### src/rtl/store_merge_ctrl_pkg.sv
// Purpose: shared types for the store sequencer (op codes, FSM states, latched request).
// Latency: n/a (types and helpers only).
// Backpressure: n/a.
// Optional feature macro used by importers: STORE_LANE_SEL_EN.
package store_merge_pkg;

    typedef enum logic [1:0] {
        OP_SW  = 2'b00,
        OP_SH  = 2'b01,
        OP_SB  = 2'b10,
        OP_RSV = 2'b11
    } op_e;

    typedef enum logic [2:0] {
        IDLE  = 3'd0,
        READ  = 3'd1,
        WRITE = 3'd2,
        DONE  = 3'd3,
        FAIL  = 3'd4
    } state_e;

    // Read-latency counter width; covers MEM_RD_LAT of 1..7.
    localparam int LAT_CNT_W = 3;

    // Request fields held stable for the whole store.
    typedef struct packed {
        op_e         op;
        logic [31:0] b_data;
    } req_t;

    // Misaligned accesses when lane selection is in use.
    function automatic logic lane_illegal(input op_e op, input logic [1:0] lane);
        return ((op == OP_SW) && (lane != 2'b00)) || ((op == OP_SH) && lane[0]);
    endfunction

endpackage

### src/rtl/store_merge_ctrl_if.sv
// Purpose: control-FSM request/response plus memory-port signals of the store sequencer.
// Latency: n/a (wires only).
// Backpressure: start is a one-cycle request; dropped unless the sequencer is idle.
// Ports: slave = sequencer side (start/op/addr/b_data/mem_rdata in; mem_addr/mem_wdata/
//        mem_wr/busy/done/err out); master = requester/memory side, opposite directions.
interface store_merge_ctrl_if #(
    parameter int ADDR_W = 32
);
    logic              start;
    logic [1:0]        op;
    logic [ADDR_W-1:0] addr;
    logic [31:0]       b_data;
    logic [31:0]       mem_rdata;
    logic [ADDR_W-1:0] mem_addr;
    logic [31:0]       mem_wdata;
    logic              mem_wr;
    logic              busy;
    logic              done;
    logic              err;

    modport slave (
        input  start, op, addr, b_data, mem_rdata,
        output mem_addr, mem_wdata, mem_wr, busy, done, err
    );

    modport master (
        output start, op, addr, b_data, mem_rdata,
        input  mem_addr, mem_wdata, mem_wr, busy, done, err
    );
endinterface

### src/rtl/store_merge_ctrl_word_merge.sv
// Purpose: merge the store sub-word of b_data into a word read from memory.
// Latency: combinational.
// Backpressure: none.
// Ports: op (store kind), rd_word (old memory word), b_data (store source),
//        lane (byte lane; tie to 0 for low-sub-word merging), merged (result).
module store_word_merge
    import store_merge_pkg::*;
(
    input  op_e         op,
    input  logic [31:0] rd_word,
    input  logic [31:0] b_data,
    input  logic [1:0]  lane,
    output logic [31:0] merged
);
    always_comb begin
        merged = rd_word;
        case (op)
            OP_SW: merged = b_data;
            OP_SH: begin
                if (lane[1]) merged[31:16] = b_data[15:0];
                else         merged[15:0]  = b_data[15:0];
            end
            OP_SB: begin
                case (lane)
                    2'd0:    merged[7:0]   = b_data[7:0];
                    2'd1:    merged[15:8]  = b_data[7:0];
                    2'd2:    merged[23:16] = b_data[7:0];
                    default: merged[31:24] = b_data[7:0];
                endcase
            end
            default: merged = rd_word;
        endcase
    end
endmodule

### src/rtl/store_merge_ctrl.sv
// Purpose: sequence SW (single write) and SH/SB (read-modify-write) stores to data memory.
// Latency: SW writes in cycle 1, done cycle 2; SH/SB write in cycle MEM_RD_LAT+1, done +2.
// Backpressure: start is accepted only in IDLE; starts while busy or in DONE are dropped.
// Ports: clk, reset (sync, active-high), bus (store_merge_ctrl_if.slave). All outputs registered.
// Macro STORE_LANE_SEL_EN: addr[1:0] picks the byte/half lane, mem_addr is word-aligned and
// misaligned SW/SH end in FAIL; when undefined, addr passes through and merges hit the low lane.
module store_merge_ctrl
    import store_merge_pkg::*;
#(
    parameter int MEM_RD_LAT = 1,
    parameter int ADDR_W     = 32
) (
    input  logic clk,
    input  logic reset,
    store_merge_ctrl_if.slave bus
);
    localparam logic [LAT_CNT_W-1:0] LAT_LAST = LAT_CNT_W'(MEM_RD_LAT - 1);

    state_e                state;
    req_t                  req;
    logic [LAT_CNT_W-1:0]  lat_cnt;
    logic [ADDR_W-1:0]     mem_addr_q;
    logic [31:0]           mem_wdata_q;
    logic                  mem_wr_q;
    logic                  busy_q;
    logic                  done_q;
    logic                  err_q;

    op_e                   op_in;
    logic                  start_fail;
    logic [ADDR_W-1:0]     start_addr;
    logic [1:0]            lane_sel;
    logic [31:0]           merged;

    assign op_in = op_e'(bus.op);

`ifdef STORE_LANE_SEL_EN
    logic [1:0] req_lane;

    assign start_fail = (op_in == OP_RSV) || lane_illegal(op_in, bus.addr[1:0]);
    assign start_addr = {bus.addr[ADDR_W-1:2], 2'b00};
    assign lane_sel   = req_lane;

    always_ff @(posedge clk) begin
        if (reset)                           req_lane <= 2'b00;
        else if (state == IDLE && bus.start) req_lane <= bus.addr[1:0];
    end
`else
    assign start_fail = (op_in == OP_RSV);
    assign start_addr = bus.addr;
    assign lane_sel   = 2'b00;
`endif

    // mem_rdata is merged on the last read-count cycle, so no separate rd_word register.
    store_word_merge u_merge (
        .op      (req.op),
        .rd_word (bus.mem_rdata),
        .b_data  (req.b_data),
        .lane    (lane_sel),
        .merged  (merged)
    );

    // Outputs are set on the transition into the state that owns them.
    always_ff @(posedge clk) begin
        if (reset) begin
            state       <= IDLE;
            req         <= '0;
            lat_cnt     <= '0;
            mem_addr_q  <= '0;
            mem_wdata_q <= '0;
            mem_wr_q    <= 1'b0;
            busy_q      <= 1'b0;
            done_q      <= 1'b0;
            err_q       <= 1'b0;
        end else begin
            mem_wr_q <= 1'b0;
            done_q   <= 1'b0;
            err_q    <= 1'b0;
            case (state)
                IDLE: begin
                    if (bus.start) begin
                        req     <= '{op: op_in, b_data: bus.b_data};
                        lat_cnt <= '0;
                        busy_q  <= 1'b1;
                        if (start_fail) begin
                            state  <= FAIL;
                            done_q <= 1'b1;
                            err_q  <= 1'b1;
                        end else begin
                            mem_addr_q <= start_addr;
                            if (op_in == OP_SW) begin
                                state       <= WRITE;
                                mem_wr_q    <= 1'b1;
                                mem_wdata_q <= bus.b_data;
                            end else begin
                                state <= READ;
                            end
                        end
                    end
                end
                READ: begin
                    if (lat_cnt == LAT_LAST) begin
                        state       <= WRITE;
                        mem_wr_q    <= 1'b1;
                        mem_wdata_q <= merged;
                    end else begin
                        lat_cnt <= lat_cnt + 1'b1;
                    end
                end
                WRITE: begin
                    state  <= DONE;
                    done_q <= 1'b1;
                end
                DONE, FAIL: begin
                    state  <= IDLE;
                    busy_q <= 1'b0;
                end
                default: begin
                    state  <= IDLE;
                    busy_q <= 1'b0;
                end
            endcase
        end
    end

    assign bus.mem_addr  = mem_addr_q;
    assign bus.mem_wdata = mem_wdata_q;
    assign bus.mem_wr    = mem_wr_q;
    assign bus.busy      = busy_q;
    assign bus.done      = done_q;
    assign bus.err       = err_q;
endmodule

### src/flat_wrapper.sv
// flat-port wrapper written by rule: the top's interface ports become plain ports
module store_merge_ctrl_flat import store_merge_pkg::*;
#(
    parameter int MEM_RD_LAT = 1,
    parameter int ADDR_W     = 32
)
  (clk, reset, bus_start, bus_op, bus_addr, bus_b_data, bus_mem_rdata, bus_mem_addr, bus_mem_wdata, bus_mem_wr, bus_busy, bus_done, bus_err);
  store_merge_ctrl_if #(.ADDR_W(ADDR_W)) bus_i ();
  input  logic clk;
  input  logic reset;
  input wire logic [$bits(bus_i.start)-1:0] bus_start;
  input wire logic [$bits(bus_i.op)-1:0] bus_op;
  input wire logic [$bits(bus_i.addr)-1:0] bus_addr;
  input wire logic [$bits(bus_i.b_data)-1:0] bus_b_data;
  input wire logic [$bits(bus_i.mem_rdata)-1:0] bus_mem_rdata;
  output wire logic [$bits(bus_i.mem_addr)-1:0] bus_mem_addr;
  output wire logic [$bits(bus_i.mem_wdata)-1:0] bus_mem_wdata;
  output wire logic [$bits(bus_i.mem_wr)-1:0] bus_mem_wr;
  output wire logic [$bits(bus_i.busy)-1:0] bus_busy;
  output wire logic [$bits(bus_i.done)-1:0] bus_done;
  output wire logic [$bits(bus_i.err)-1:0] bus_err;
  assign bus_i.start = bus_start;
  assign bus_i.op = bus_op;
  assign bus_i.addr = bus_addr;
  assign bus_i.b_data = bus_b_data;
  assign bus_i.mem_rdata = bus_mem_rdata;
  assign bus_mem_addr = bus_i.mem_addr;
  assign bus_mem_wdata = bus_i.mem_wdata;
  assign bus_mem_wr = bus_i.mem_wr;
  assign bus_busy = bus_i.busy;
  assign bus_done = bus_i.done;
  assign bus_err = bus_i.err;
  store_merge_ctrl #(.MEM_RD_LAT(MEM_RD_LAT), .ADDR_W(ADDR_W)) u_core (.clk(clk), .reset(reset), .bus(bus_i));
endmodule
### config.mk
export PLATFORM = sky130hd
export DESIGN_NAME = store_merge_ctrl_flat
export DESIGN_NICKNAME = d
export VERILOG_FILES = /design/src/rtl/store_merge_ctrl_pkg.sv /design/src/rtl/store_merge_ctrl_if.sv /design/src/rtl/store_merge_ctrl_word_merge.sv /design/src/rtl/store_merge_ctrl.sv /design/src/flat_wrapper.sv
export SDC_FILE = /design/constraint.sdc
export NUM_CORES = 1
export LEC_CHECK = 0
export BUFFER_PORTS_ARGS = -buffer_cell sky130_fd_sc_hd__buf_2
export CORE_MARGIN = 3
export CORE_UTILIZATION = 49
export CTS_CLUSTER_DIAMETER = 50
export DETAILED_ROUTE_END_ITERATION = 10
export GPL_ROUTABILITY_DRIVEN = 0
export GPL_TIMING_DRIVEN = 1
export PLACE_DENSITY = 0.77
export SKIP_LAST_GASP = 1
export SYNTH_ARGS = -nofsm -noshare
export SYNTH_HDL_FRONTEND = slang
export SYNTH_SLANG_ARGS = --single-unit
### constraint.sdc
create_clock -name clk -period 2.1 [get_ports clk]
set_clock_uncertainty 0.05 [all_clocks]
set_input_delay 0.105 -clock clk [delete_from_list [all_inputs] [get_ports clk]]
set_output_delay 0.105 -clock clk [all_outputs]
set_load 0.05 [all_outputs]
==> results of run 1 <==
## logic make-up (layout without fill, tap and decap cells)
group                    after synthesis  after routing  share of synthesized area
multiplexers                          34             34                     0.0756
buffers and inverters                 46            272                     0.0514
adder cells (fa/ha/maj)                6              6                     0.0167
AND/OR/NAND/NOR                      207            208                      0.194
flip-flops                           108            108                      0.480
AO/OA/AOI/OAI                        137            137                      0.180
XOR/XNOR                               1              1                    0.00195
## worst max-delay path by stage
stage | from | endpoint | slack, ns | depth (start not counted)
final | bus_op[0] | u_core.bus.mem_wdata[27] | 0.11 | 8
after floorplan | u_core.lat_cnt[0] | u_core.bus.mem_wdata[16] | 0.29 | 8
after CTS | bus_op[0] | u_core.bus.mem_wdata[27] | 0.13 | 8
after detailed placement | u_core.lat_cnt[0] | u_core.bus.mem_wdata[19] | 0.17 | 7
after global routing | bus_op[0] | u_core.bus.mem_wdata[27] | 0.01 | 8
after global placement | u_core.lat_cnt[0] | u_core.bus.mem_wdata[19] | 0.27 | 7
## critical path: stages
cell and delay [ns]:
dlygate4sd3_1 0.53, buf_2 0.15, ha_1 0.24, nor2b_1 0.25, o221a_2 0.40, nor2_2 0.04, buf_4 0.22, a22o_1 0.26
## area by class of cell
class | count | area (um^2)
flip-flops and latches | 108 | 2160
clock inverters | 7 | 73.8
multi-input cells | 386 | 2130
well taps | 108 | 135
inverters | 6 | 22.5
repair buffers | 250 | 1640
clock buffers | 9 | 124
fillers | 679 | 2520
## power by group
group	internal, W	switching (W)	leakage (nW)	total (W)
logic	0.000460	0.000847	1.95	0.00131
clock network	0.000559	0.000712	0.100	0.00127
registers	0.00220	0.0000869	0.883	0.00229
## what timing repair did
item,CTS,global route
endpoints found under the setup margin,0,1
hold endpoints to repair,67,0
hold buffers,67,0
## metrics by stage
stage / area, um^2 / setup slack [ns] / hold WS [ns] / utilization / power [W]
3_5_place_dp: 5410 / 0.171 / 0.301 / 0.614 / 0.00353
2_1_floorplan: 4500 / 0.295 / 0.191 / - / 0.00319
5_1_grt: 6290 / 0.0147 / 0.119 / 0.714 / 0.00511
3_3_place_gp: 5410 / 0.266 / 0.294 / 0.614 / 0.00350
4_1_cts: 6270 / 0.132 / 0.0988 / 0.713 / 0.00487
6_report: 6290 / 0.108 / 0.108 / 0.714 / 0.00487
## Yosys cell counts, types with 2 or more instances
master	number	area, um^2
nor2_1	33	124
mux2i_1	34	340
nor3_1	5	25.0
ha_1	6	75.1
nand2b_1	2	12.5
dfxtp_1	108	2160
a21oi_1	101	505
buf_2	20	100
o211ai_1	8	60.1
nand2_1	151	567
clkbuf_1	14	52.6
buf_6	4	45.0
inv_1	6	22.5
nor2_2	2	12.5
a22o_1	24	210
nor2b_1	3	18.8
nor3b_2	2	25.0
## sequential cells by signal, summed over array words and instances, names as in the netlist
signal	cells
u_core.bus.done	1
u_core.bus.mem_wr	1
u_core.bus.mem_addr	32
u_core.bus.busy	1
u_core.req	34
u_core.bus.err	1
u_core.bus.mem_wdata	32
u_core.state	3
u_core.lat_cnt	3
## metal layers
layer / global-route usage / vias up / part of all wire
li1: - / 2274 / -
met3: 0.0608 / 25 / 0.070
met5: 0 / - / 0
met1: 0.316 / 2118 / 0.43
met4: 0.0868 / 0 / 0.022
met2: 0.422 / 174 / 0.48
==> results.cfg, run 1 <==
[status]
status = completed

[detailed_routing]
viasPerCell = 5.25
drt-total-wl_um = 13100
dr.pass1.iters = 5
vias = 4591
drtIter0Drc = 142
wl_per_cell_um = 15.0
drc = 0
ant_nets = 0

[worst_setup_path]
endpoint_kind = register
worst-setup-path-type = in -> reg
worst_r2r_path_depth = 4
critical_path_required_ns = 2.30
ff2ff_setup_slack_ns = 0.14
worstPathMaxFanout = 24
rr_startpoint = u_core.state[0]
arrival_ns = 2.20
critPathLaunchType = input pin
r2r-end = u_core.bus.mem_addr[26]

[synthesis]
ys.flop_type = dfxtp_1
synth_cells = 539
synth-seq-cells = 108
yosysUniqueCellTypes = 33
synth_area_um2 = 4500
syn_nets = 646
synth_edf_count = 0
ys_warn_count = 0
avgSynthCellArea_um2 = 8.35
async_reset_ff_frac = 0
yosysSeqAreaShare = 0.480

[timing]
max_freq_mhz = 502
rsz0062_at_grt = false
maxSlewHeadroom = 0.645
hold_viol = 0
fin_tns_setup_ns = 0
drv_slew = 0
tightestPinTransition_ns = 0.533
setup_viol = 0
finalCritPeriodShare = 0.949
timing.final.crit_period_ns = 1.99

[global_routing]
grt_overflow_total = 0
grt_pass1_vias = 4515
antenna_found_initial = 0
grt_pass1_wl_um = 20900
gr-usage-all-layers = 0.251
grt_max_degree = 53

[clock_tree]
cts_tree = done
clkLatencyLatePin_ns = 0.36
cts_sinks = 108
cts_made_buffers = 9
ctsResizeCount = 0
path_clk_slew_ns = 0.10
root_buffer = clkbuf_8
clockBufferDepth = 2
htree_num_levels = 3
post-cts-setup-buffer-count = 0

[floorplanning]
io_pins = 169
rows = 34
die_w_um = 102
start_util = 0.511
coreArea_um2 = 8810
die_h_um = 102
die_area_um2 = 10400

[pwr]
p_leak_nw = 2.94
powerDensity_nw_per_um2 = 774
ir_worst_vdd_uv = 415

[final_layout]
fin_nets = 868
drive_above_1_share = 0.273
final_cell_mix = 168 x buf_2, 151 x nand2_1, 108 x dfxtp_1
antennaDiodeCount = 0
finalNonFillerCells = 874
layout_commonest_cell = buf_2
area_delta_synth_final_pct = 39.6

[min_path]
hold_path_depth = 5
holdPathEnd = u_core.bus.mem_wdata[10]
hold_start = bus_mem_rdata[10]
min_path_type = in -> reg

[flow_run]
maxCapViolCount = 0

[place]
numPortBuffers = 168
post-place-cells = 790
dpl.hpwl_um = 8200
Note: power is estimated with default switching activity, not from simulation.
==> run 2: changes to the inputs <==
PLACE_DENSITY = 0.8   (was 0.77)
==> run 2 against run 1 <==
Net effect: cell count fell by 0.11%; clock power rose by 4%; largest power group unchanged; sequential share of layout area fell by 0.075 points; first-iteration DRC count rose by 50%; global-route usage rose by 0.30 points; highest routed layer unchanged; sequential cell count did not move; routed wire length fell by 0.23%.
==> results.cfg, run 2 (synthesized netlist as in run 1, its figures left out) <==
[status]
status = completed

[detailed_routing]
drc = 0
ant_nets = 0
dr.pass1.iters = 4
drt-total-wl_um = 13100
drtIter0Drc = 213
vias = 4585
wl_per_cell_um = 15.0
viasPerCell = 5.25

[timing]
finalCritPeriodShare = 0.946
drv_slew = 0
rsz0062_at_grt = false
hold_viol = 0
maxSlewHeadroom = 0.690
hold_slack_ns = 0.118
max_freq_mhz = 503
tightestPinTransition_ns = 0.463
fin_tns_setup_ns = 0
setup_viol = 0
timing.final.crit_period_ns = 1.99

[flow_run]
maxCapViolCount = 0

[global_routing]
grt_overflow_total = 0
grt_pass1_wl_um = 21300
grt_pass1_vias = 4614
gr-usage-all-layers = 0.254
antenna_found_initial = 0
grt_max_degree = 67

[final_layout]
register_area_um2 = 2160
drive_above_1_share = 0.273
final_cell_mix = 168 x buf_2, 151 x nand2_1, 108 x dfxtp_1
fillCellCount = 655
largest_reg_flops = 34
regMostFlops = u_core.req
fin_nets = 867
area_delta_synth_final_pct = 39.9
layout_commonest_cell = buf_2
multiInputGateArea_um2 = 2130
antennaDiodeCount = 0

[clock_tree]
ctsResizeCount = 0
cts_made_buffers = 9
cts_sinks = 108
htree_num_levels = 3
clkLatencyLatePin_ns = 0.36
path_clk_slew_ns = 0.11
clockBufferDepth = 2
root_buffer = clkbuf_8
cts_tree = done
post-cts-setup-buffer-count = 0

[worst_setup_path]
worst-setup-path-type = reg -> reg
endpoint_kind = register
cp.depth = 4
rr_startpoint = u_core.state[0]
r2r-end = u_core.bus.mem_addr[16]
path_cells = or4b_1 -> nor2_4 -> nand2_1 -> a21oi_1
cp-endpoint = u_core.bus.mem_addr[16]
critPathSlowestCell = or4b_1
cp-startpoint = u_core.state[0]
ff2ff_setup_slack_ns = 0.11
cpPeakStageDelay_ns = 0.75
worst_r2r_path_depth = 4
critPathLaunchType = register
arrival_ns = 2.23
crit_buf_inv = 0
worstPathMaxFanout = 16
cpLargestDelayFamily = simple AND/OR/NAND/NOR gates
critical_path_required_ns = 2.34

[floorplanning]
die_area_um2 = 10400
coreArea_um2 = 8810
rows = 34
die_w_um = 102
die_h_um = 102
io_pins = 169
start_util = 0.511

[pwr]
powerDensity_nw_per_um2 = 780
ir_worst_vdd_uv = 529
p_leak_nw = 2.94

[min_path]
min_path_type = in -> reg

[place]
dpl.hpwl_um = 8260
numPortBuffers = 168
[run 2: changes by cell type in the layout (fill, tap and decap cells not counted), sizes merged]
cell,before,now
clkinv,3,2
clkinvlp,1,2
dlygate4sd3,67,66
[run 2: worst min-delay path by stage]
stage	end	slack (ns)	cells after the start	from
floorplan	u_core.req[0]	0.19	2	bus_b_data[0]
global placement	u_core.bus.mem_addr[17]	0.29	3	bus_addr[17]
detailed placement	u_core.bus.mem_addr[23]	0.30	3	bus_addr[23]
CTS	u_core.bus.mem_wdata[22]	0.09	4	bus_mem_rdata[22]
global route	u_core.bus.mem_wdata[22]	0.11	4	bus_mem_rdata[22]
finish	u_core.bus.mem_wdata[22]	0.12	4	bus_mem_rdata[22]
[run 2: tightest hold or removal path: cells and delay by family]
family                 cells  cell delay [ns]
muxes                      1             0.05
AOI/OAI and AO/OA          2             0.26
buffers and inverters      1             0.08
[run 2: power breakdown]
part	total [W]	internal (W)	switching, W
Clock	0.00132	0.000573	0.000747
Sequential	0.00229	0.00220	0.0000876
Combinational	0.00131	0.000463	0.000843
[run 2: repair_timing]
| item | CTS | global route |
|---|---|---|
| setup endpoints to repair | 0 | 1 |
| endpoints found under the hold margin | 66 | 0 |
| hold buffers | 66 | 0 |
[run 2: routing by layer]
metal  wire (um)  GRT usage
met3         984     0.0526
met4         274      0.103
met1        5410      0.324
met5           0          0
met2        6400      0.422
[run 2: cell type report]
| cell class | instances | area share |
|---|---|---|
| well taps | 108 | 0.0214 |
| repair buffers | 249 | 0.260 |
| clock inverters | 7 | 0.0135 |
| clock buffers | 9 | 0.0197 |
| multi-input cells | 386 | 0.338 |
| inverters | 6 | 0.00357 |
| flip-flops and latches | 108 | 0.343 |
[run 2: stage by stage]
stage                     total power (W)   util  setup slack, ns  std cells  instance area, um^2
after floorplan                   0.00319      -            0.295        539                 4500
after global placement            0.00349  0.615            0.273        790                 5420
after detailed placement          0.00353  0.615            0.208        790                 5420
after CTS                         0.00492  0.714            0.186        872                 6290
after global routing              0.00516  0.715          0.00153        873                 6300
final                             0.00492  0.715            0.114        873                 6300
==> run 3: changes to the inputs <==
ABC_AREA = 0   (was default)
CORE_ASPECT_RATIO = 0.75   (was default)
PLACE_DENSITY = 0.91   (was 0.8)
==> run 3 against run 2 <==
Net effect: global-route usage grew 0.94 points; critical path depth did not move; first-iteration DRC count increased by 54%; worst setup slack got worse by 0.0068 ns; design area rose by 2.3%; via count is 3.4% higher; sequential power about the same.
==> results.cfg, run 3 (synthesized netlist as in run 1, its figures left out) <==
[final_layout]
multiInputGateArea_um2 = 2130
drive_above_1_share = 0.273
register_area_um2 = 2160
final_cell_mix = 168 x buf_2, 151 x nand2_1, 108 x dfxtp_1
fin_nets = 867
fillCellCount = 611
area_delta_synth_final_pct = 43.2
layout_commonest_cell = buf_2
fin_area_um2 = 6450
regMostFlops = u_core.req
largest_reg_flops = 34
final_core_util = 0.740

[worst_setup_path]
worst-setup-path-type = reg -> reg
critPathLaunchType = register
worstPathMaxFanout = 16
worst_r2r_path_depth = 4
critical_path_required_ns = 2.32
arrival_ns = 2.21
critPathSlowestCell = or4b_1
cp-startpoint = u_core.state[2]
r2r-end = u_core.bus.mem_addr[13]
path_cells = or4b_1 -> nor2_4 -> nand2_1 -> a21oi_1
endpoint_kind = register
ff2ff_setup_slack_ns = 0.11
cpPeakStageDelay_ns = 0.76
rr_startpoint = u_core.state[2]

[status]
status = completed

[place]
numPortBuffers = 168
placed_area_um2 = 5430
dpl.hpwl_um = 8710

[timing]
hold_slack_ns = 0.0348
finalCritPeriodShare = 0.949
rsz0062_at_grt = false
hold_viol = 0
setup_viol = 0
drv_slew = 0
fin_tns_setup_ns = 0
timing.final.crit_period_ns = 1.99
tightestPinTransition_ns = 0.605
max_freq_mhz = 502
maxSlewHeadroom = 0.597

[pwr]
p_leak_nw = 3.00
ir_worst_vdd_uv = 570
powerDensity_nw_per_um2 = 856
p_total_w = 0.00552

[floorplanning]
io_pins = 169
coreArea_um2 = 8710
die_h_um = 89.0
rows = 29
die_area_um2 = 10400
die_w_um = 117
start_util = 0.517

[flow_run]
maxCapViolCount = 0

[clock_tree]
htree_num_levels = 3
path_clk_slew_ns = 0.07
root_buffer = clkbuf_16
cts_sinks = 108
clkLatencyLatePin_ns = 0.34
clockBufferDepth = 2
cts_made_buffers = 9
cts_tree = done
post-cts-setup-buffer-count = 0

[detailed_routing]
vias = 4741
drtIter0Drc = 329
wl_per_cell_um = 16.0
drt-total-wl_um = 13900
dr.pass1.iters = 5
ant_nets = 0
viasPerCell = 5.42
drc = 0

[min_path]
holdPathEnd = u_core.bus.mem_wr
min_path_type = in -> reg
hold_path_depth = 3
hold_start = reset

[global_routing]
grt_pass1_vias = 4674
antenna_found_initial = 0
gr-usage-all-layers = 0.263
grt_max_degree = 54
grt_pass1_wl_um = 21400
grt_overflow_total = 0
[run 3: repair_timing]
action	in CTS	in global routing
hold buffers	66	0
setup endpoints to repair	0	1
gates resized for setup	0	0
hold endpoints to repair	66	0
[run 3: per-stage QoR]
| stage | instances | worst slack (ns) |
|---|---|---|
| 6_report | 874 | 0.107 |
| 5_1_grt | 873 | 0.0288 |
| 4_1_cts | 872 | 0.190 |
| 3_5_place_dp | 790 | 0.221 |
| 3_3_place_gp | 790 | 0.291 |
| 2_1_floorplan | 539 | 0.295 |
[run 3: area by class of cell]
cell class	instances	area share
flip-flops and latches	108	0.335
multi-input cells	386	0.331
repair buffers	249	0.256
clock buffers	9	0.0349
well taps	108	0.0210
clock inverters	7	0.0179
inverters	6	0.00349
diodes	1	0.000388
[run 3: power breakdown]
part	internal [W]	switching, W
clock network	0.00116	0.000732
registers	0.00220	0.0000869
logic	0.000470	0.000867
[run 3: how the worst max path moves through the flow]
| stage | to | slack (ns) | depth (start not counted) |
|---|---|---|---|
| floorplan | u_core.bus.mem_wdata[16] | 0.29 | 8 |
| global placement | u_core.bus.mem_wdata[30] | 0.29 | 7 |
| detailed placement | u_core.bus.mem_addr[29] | 0.22 | 4 |
| CTS | u_core.bus.mem_wdata[0] | 0.19 | 9 |
| global route | u_core.bus.mem_wdata[6] | 0.03 | 9 |
| finish | u_core.bus.mem_addr[13] | 0.11 | 4 |
[run 3: worst max-delay path: cells and delay by family (launching register included)]
family	cells	cell delay, ns
compound gates	1	0.15
flops	1	0.41
simple gates	3	1.31
[run 3: routing by layer]
layer,track usage,routed length [um]
met2,0.442,6730
met3,0.0758,1030
met1,0.295,5520
met5,0,0
met4,0.168,673
